`config.mk`:
```
export PLATFORM = sky130hd
export DESIGN_NAME = uart_tx_fifo_reader
export DESIGN_NICKNAME = d
export VERILOG_FILES = /design/src/rtl/uart_tx_fifo_reader.sv
export SDC_FILE = /design/constraint.sdc
export NUM_CORES = 1
export LEC_CHECK = 0
export ABC_AREA = 1
export CAP_MARGIN = 40
export CORE_ASPECT_RATIO = 1.75
export CORE_MARGIN = 10
export CORE_UTILIZATION = 56
export DETAILED_ROUTE_END_ITERATION = 6
export PLACE_DENSITY = 0.78
export SLEW_MARGIN = 25
export SYNTH_ARGS = -nofsm -noshare
export SYNTH_HDL_FRONTEND = slang
export SYNTH_SLANG_ARGS = --single-unit
```
`constraint.sdc`:
```
create_clock -name clk -period 2.5 [get_ports clk]
set_input_delay 0.5 -clock clk [delete_from_list [all_inputs] [get_ports clk]]
set_output_delay 0.5 -clock clk [all_outputs]
set_load 0.02 [all_outputs]
```
`src/rtl/uart_tx_fifo_reader.sv`:
```
// Drains the UART TX async FIFO read port and serializes each byte as 8N1/8N2, LSB first.
// Optional even-parity bit between data and stop when UART_PARITY_EN is defined.
module uart_tx_fifo_reader #(
    parameter int CLKS_PER_BIT = 434,
    parameter int STOP_BITS    = 1
) (
    input  logic       clk,
    input  logic       rst,
    input  logic       fifo_empty,
    input  logic [7:0] fifo_data,
    output logic       fifo_ren,
    output logic       tx,
    output logic       busy,
    output logic       tx_done
);

    // FIFO read handshake: fifo_ren is a single-cycle pulse issued only after
    // fifo_empty was sampled low in IDLE; fifo_data is taken the following cycle.

    localparam int BW = (CLKS_PER_BIT > 1) ? $clog2(CLKS_PER_BIT) : 1;
    localparam logic [BW-1:0] BAUD_MAX  = BW'(CLKS_PER_BIT - 1);
    localparam logic [2:0]    STOP_LAST = 3'(STOP_BITS - 1);

    if (CLKS_PER_BIT < 2) begin : g_bad_clks
        $error("uart_tx_fifo_reader: CLKS_PER_BIT must be 2 or more");
    end
    if (STOP_BITS != 1 && STOP_BITS != 2) begin : g_bad_stop
        $error("uart_tx_fifo_reader: STOP_BITS must be 1 or 2");
    end

`ifdef UART_PARITY_EN
    typedef enum logic [2:0] {
        IDLE   = 3'd0,
        FETCH  = 3'd1,
        LOAD   = 3'd2,
        START  = 3'd3,
        DATA   = 3'd4,
        PARITY = 3'd5,
        STOP   = 3'd6
    } state_t;
`else
    typedef enum logic [2:0] {
        IDLE   = 3'd0,
        FETCH  = 3'd1,
        LOAD   = 3'd2,
        START  = 3'd3,
        DATA   = 3'd4,
        STOP   = 3'd6
    } state_t;
`endif

    state_t          state;
    state_t          state_n;
    logic [BW-1:0]   baud_cnt;
    logic [BW-1:0]   baud_cnt_n;
    logic [2:0]      bit_cnt;
    logic [2:0]      bit_cnt_n;
    logic [7:0]      data_reg;
    logic            baud_done;
    logic            timed_state;
    logic            tx_n;
    logic            fifo_ren_n;
    logic            busy_n;
    logic            tx_done_n;

    assign baud_done   = (baud_cnt == BAUD_MAX);
    assign timed_state = (state != IDLE) && (state != FETCH) && (state != LOAD);

    always_ff @(posedge clk or posedge rst) begin
        if (rst) begin
            state    <= IDLE;
            baud_cnt <= '0;
            bit_cnt  <= '0;
            data_reg <= '0;
            tx       <= 1'b1;
            fifo_ren <= 1'b0;
            busy     <= 1'b0;
            tx_done  <= 1'b0;
        end else begin
            state    <= state_n;
            baud_cnt <= baud_cnt_n;
            bit_cnt  <= bit_cnt_n;
            if (state == LOAD) begin
                data_reg <= fifo_data;
            end
            tx       <= tx_n;
            fifo_ren <= fifo_ren_n;
            busy     <= busy_n;
            tx_done  <= tx_done_n;
        end
    end

    // Next state; fifo_empty only matters in IDLE.
    always_comb begin
        state_n = state;
        case (state)
            IDLE: begin
                if (!fifo_empty) begin
                    state_n = FETCH;
                end
            end
            FETCH: state_n = LOAD;
            LOAD:  state_n = START;
            START: begin
                if (baud_done) begin
                    state_n = DATA;
                end
            end
            DATA: begin
                if (baud_done && bit_cnt == 3'd7) begin
`ifdef UART_PARITY_EN
                    state_n = PARITY;
`else
                    state_n = STOP;
`endif
                end
            end
`ifdef UART_PARITY_EN
            PARITY: begin
                if (baud_done) begin
                    state_n = STOP;
                end
            end
`endif
            STOP: begin
                if (baud_done && bit_cnt == STOP_LAST) begin
                    state_n = IDLE;
                end
            end
            default: state_n = IDLE;
        endcase
    end

    // Counters reload on every state change; bit_cnt also indexes stop bits.
    always_comb begin
        baud_cnt_n = '0;
        bit_cnt_n  = '0;
        if (state_n == state && timed_state) begin
            if (baud_done) begin
                baud_cnt_n = '0;
                bit_cnt_n  = bit_cnt + 3'd1;
            end else begin
                baud_cnt_n = baud_cnt + 1'b1;
                bit_cnt_n  = bit_cnt;
            end
        end
    end

    // Outputs are computed from the next state so the registers line up with it.
    always_comb begin
        tx_n       = 1'b1;
        fifo_ren_n = (state_n == FETCH);
        busy_n     = (state_n != IDLE);
        tx_done_n  = (state == STOP) && (state_n == IDLE);
        case (state_n)
            START:  tx_n = 1'b0;
            DATA:   tx_n = data_reg[bit_cnt_n];
`ifdef UART_PARITY_EN
            PARITY: tx_n = ^data_reg;
`endif
            default: tx_n = 1'b1;
        endcase
    end

endmodule

```
======== Word level (Yosys, flattened, before mapping) ========
Cells that the tools add are included.
Widths: inputs -> output; s select.
operators by class
  reduce and logical (&&, ||, !) cells .... 11
  $add $sub $neg .......................... 2
  order comparisons ....................... 1
  eq/ne operators ......................... 13
  muxes and demuxes ....................... 12
operator list
  operator             number
  $mux 3               6
  $mux 9               2
  $pmux 3 s6           1
  $eq 3x3->1 const B   4
  $add 9x1->9 const B  1
  $eq 3x2->1 const B   3
  $eq 9x9->1 const B   1
  $logic_not 3->1      3
  $eq 3x1->1 const B   2
  $logic_and 1x1->1    6
  $reduce_bool 3->1    2
  $lt 3x4->1 const B   1
  $add 3x1->3 const B  1
  $bmux 1 s3           1
  $eq 3x3->1           1
  $ne 3x1->1 const B   1
  $ne 3x2->1 const B   1
  $pmux 1 s2           1
  $mux 1               1
storage, ports and cells
  output and inout port bits .............. 4
  bits in registers ....................... 27

======== Logic depth before layout (Yosys ltp) ========
  depth after elaboration ................. 10
  mapped depth ............................ 19
  depth with buffers taken out ............ 19

======== Worst setup path before layout ========
No wires, ideal clock.
  path type ............................... register to register
  start point ............................. reg baud_cnt[1]
  end point ............................... reg tx
  path buffers ............................ 0
  arrival ................................. 1.741 ns
  library setup time ...................... 0.079 ns
  stages on the path, launching flop included .. 18
  slack ................................... 0.680 ns
  path through ............................ dfrtp_1 > inv_1 > ha_1 > nand2_2 > nor2_4 > nand2_4 > o21ai_4 > nand3_2 > nand2_2 > nand2_4 > nand2_4 > nor2_4 > nand3_1 > nand2_1 > nand2_1 > nand2_1 > nand2_1 > nand2_1
on the way
  cells in the longest elaborated chain, start to end .. 10
RTL lines
  element                                      line      source
  start: declaration                           54        logic [BW-1:0] baud_cnt;
  start signal: assignment                     81        baud_cnt <= baud_cnt_n;
  $eq 9x9->1 (*)                               66        assign baud_done = (baud_cnt == BAUD_MAX);
  $logic_and 1x1->1, on equally long branches  126, 110
  $mux 3, on equally long branches             126, 110
  $pmux 3 s6 (*)                               96        case (state)
  via state_n[1]                               53        state_t state_n;
  $eq 3x3->1 (*)                               138       if (state_n == state && timed_state) begin
  $logic_and 1x1->1 (*)                        138
  $mux 3 (*)                                   138
  via bit_cnt_n[1]                             57        logic [2:0] bit_cnt_n;
  $bmux 1 s3 (*)                               157       DATA: tx_n = data_reg[bit_cnt_n];
  $mux 1 (not written as such) (*)             157
  $pmux 1 s2 (*)                               155       case (state_n)
  via tx_n                                     61        logic tx_n;
  end signal: assignment                       86        tx <= tx_n;
  end: declaration                             12        output logic tx,
Mark *: on every way through the listed nets, which the timed path passes. The rest lies on a longest branch. The select of a mux whose other input is x is not followed.
A chain may end at the register's enable or synchronous reset.

======== Worst setup path after layout ========
  start point ............................. reg baud_cnt[0]
  end point ............................... reg tx
on the way
  cells in the longest elaborated chain, start to end .. 10
RTL lines
  element                                      line
  $eq 9x9->1 (*)                               66
  $logic_and 1x1->1, on equally long branches  126, 110
  $mux 3, on equally long branches             126, 110
  $pmux 3 s6                                   96
  $eq 3x3->1                                   138
  $logic_and 1x1->1                            138
  $mux 3                                       138
  $bmux 1 s3                                   157
  $mux 1 (not written as such)                 157
  $pmux 1 s2 (*)                               155
  via tx_n                                     61
Marks and branches as above.

==> flow_summary.json <==
{
  "status": "completed",
  "p_per_area_mw_per_mm2": 899.0,
  "port_buffers": 14,
  "setup_viol": 0,
  "hpwl_um": 2351,
  "die_y_um": 89.21,
  "clkTransAtPathRegs_ns": 0.10,
  "power.switching_mw": 0.6728,
  "vias": 1189,
  "cts-resized-gates": 0,
  "cts_hold_buffers": 0,
  "fin_nets": 211,
  "crit_top_cell": "nand2_1",
  "dr.pass1.iters": 4,
  "hold_depth": 1,
  "maxCapViolCount": 0,
  "clock_path_buffers": 2,
  "grt_max_degree": 28,
  "dpl_cell_area_mm2": 0.001710,
  "drive_gt1_share_pct": 18.56,
  "ios": 15,
  "synth.avg_cell_area_um2": 8.709,
  "die_x_um": 59.55,
  "cp-end-kind": "register",
  "clock_power_share_pct": 16.8,
  "area_delta_synth_final_pct": 14.78,
  "stdcell_area_mm2": 0.001759,
  "synth_cells": 176,
  "antenna_found_initial": 0,
  "start_kind": "register",
  "stdcell_count": 221,
  "wire_per_inst_um": 14.19,
  "cpMaxStageDelayCell": "dfrtp_1",
  "ys_warn_count": 0,
  "totalPowerFinal_mw": 1.581,
  "grt_pass1_wl_um": 5340,
  "syn_nets": 192,
  "r2r_cells": 13,
  "final.setup.tns_ns": 0,
  "core_area_mm2": 0.002659,
  "hold_violations": 0,
  "fmax_ghz": 0.4682,
  "cts-root-buf": "clkbuf_8",
  "ir_drop_v": 0.0006847,
  "drv_slew": 0,
  "finClkSkew_ns": 0.006530,
  "grt_pass1_vias": 1218,
  "critPathArrivalTime_ns": 2.36,
  "clk-insertion-delay-late_ns": 0.28,
  "grt.total_usage_pct": 12.78,
  "drcViolationCount": 0,
  "rows": 25,
  "p_leak_nw": 0.8574,
  "dp_cells": 217,
  "required_ns": 2.73,
  "wl_um": 3135,
  "largest_reg_flops": 9,
  "p_int_mw": 0.9087,
  "ys_seq_elements": 27,
  "finalCritPeriodShare_pct": 85.43,
  "whs_ns": 0.5106,
  "seqPwrFrac_pct": 38.8,
  "antenna_cells": 0,
  "worst_pin_slew_ns": 0.4776,
  "gr-total-overflow": 0,
  "synth.distinct_cells": 29,
  "rsz0062_at_grt": "false",
  "drt-vias-per-instance": 5.380,
  "slew_headroom_pct": 67.83,
  "crit_path_max_fanout": 9,
  "path_class": "register to register",
  "drt-initial-drc-count": 26,
  "start_util_pct": 57.65,
  "netlist_area_mm2": 0.001533,
  "cts_made_buffers": 3,
  "fin_ws_ns": 0.3643,
  "mostFrequentLayoutCells": "nand2_1, dfrtp_1, inv_1",
  "post-route-util_pct": 66.16,
  "gp_congestion": 0.8302,
  "comb_power_share_pct": 44.4,
  "post_cts_buffers": 0,
  "numClockSinks": 27,
  "crit_chain": "ha_1 > nand2_2 > nor2_4 > nand2_4 > xor2_1 > nand4_1 > nand2_1 > nand3_1 > nand2_1 > nand2_1 > nand2_1 > nand2_1 > nand2_1",
  "cts_tree": "yes",
  "critPathMaxStageDelay_ns": 0.43,
  "postRouteAntennaNets": 0,
  "hold_path.class": "register to register",
  "ys_seq_area_share_pct": 44.16,
  "h-tree-depth": 1,
  "period_needed_ns": 2.136,
  "swShare_pct": 42.54,
  "dp_slack_ns": 0.4444,
  "final_common_cell": "nand2_1",
  "die_area_mm2": 0.005312
}
## synth_stat cells
master,n,share of area (%)
nor2_4,3,2.2
nand3b_1,1,0.49
dfstp_2,1,1.7
nand2_2,5,2.0
a21boi_2,1,0.73
nor2_1,17,4.2
inv_2,5,1.2
nor2_2,3,1.2
a21oi_2,1,0.57
nand4_1,5,2.0
o21ai_0,11,3.6
nand2_1,32,7.8
nor4_1,2,0.82
dfrtp_1,26,42
nor3b_1,1,0.49
o21ai_4,1,1.1
nand3_4,1,1.1
nand3_2,2,1.3
inv_1,25,6.1
ha_1,5,4.1
buf_4,1,0.49
xnor2_1,1,0.57
clkbuf_1,1,0.24
a211oi_1,1,0.49
nand3_1,11,3.6
nor3_4,3,3.2
xor2_1,5,2.9
nand2_4,4,2.9
a21oi_1,1,0.33
## power groups by stage
| stage | logic [mW] | registers, mW | clock network, mW |
|---|---|---|---|
| floorplan | 0.542 | 0.611 | 0 |
| global placement | 0.680 | 0.616 | 0 |
| detailed placement | 0.697 | 0.623 | 0 |
| CTS | 0.702 | 0.614 | 0.263 |
| global route | 0.785 | 0.624 | 0.280 |
| finish | 0.702 | 0.613 | 0.266 |
## layer usage
| layer | global-route usage, % | share of wire, % | up-vias | wire (um) |
|---|---|---|---|---|
| li1 | - | - | 588 | - |
| met2 | 23.36 | 55 | 23 | 1739 |
| met4 | 5.738 | 2.1 | 0 | 67 |
| met3 | 1.991 | 2.4 | 7 | 74 |
| met5 | 0 | 0 | - | 0 |
| met1 | 13.67 | 40 | 571 | 1253 |
## worst paths after layout
check	slack [ns]	startpoint	end
max	0.36	baud_cnt[0]	tx
min	0.51	baud_cnt[0]	baud_cnt[0]
max reg2reg	0.36	baud_cnt[0]	tx
min reg2reg	0.51	baud_cnt[0]	baud_cnt[0]
max in group asynchronous	1.63	rst	tx
min in group asynchronous	0.56	rst	baud_cnt[1]
## area by class of cell
cell class | instances | area, um^2
clock inverters | 1 | 7.507
multi-input cells | 117 | 732.0
clock buffers | 3 | 41.29
well taps | 27 | 33.78
fillers | 218 | 899.6
flip-flops and latches | 27 | 676.9
inverters | 30 | 112.6
repair buffers | 16 | 155.1
## critical path: cells and delay by family, from the launching register on
| kind | cells | cell delay, ns |
|---|---|---|
| XOR/XNOR | 1 | 0.36 |
| flip-flops | 1 | 0.43 |
| AND/OR/NAND/NOR | 11 | 1.04 |
| adder cells (fa/ha/maj) | 1 | 0.23 |
## kinds of logic after synthesis
group | count (synthesis) | share of synthesized area (%)
xor+xnor | 6 | 3.429
flops | 27 | 44.16
buf+inv | 32 | 8.082
compound gates | 16 | 6.776
simple gates | 90 | 33.47
fa+ha+maj | 5 | 4.082
No activity file was read; power rests on OpenSTA's default activity.
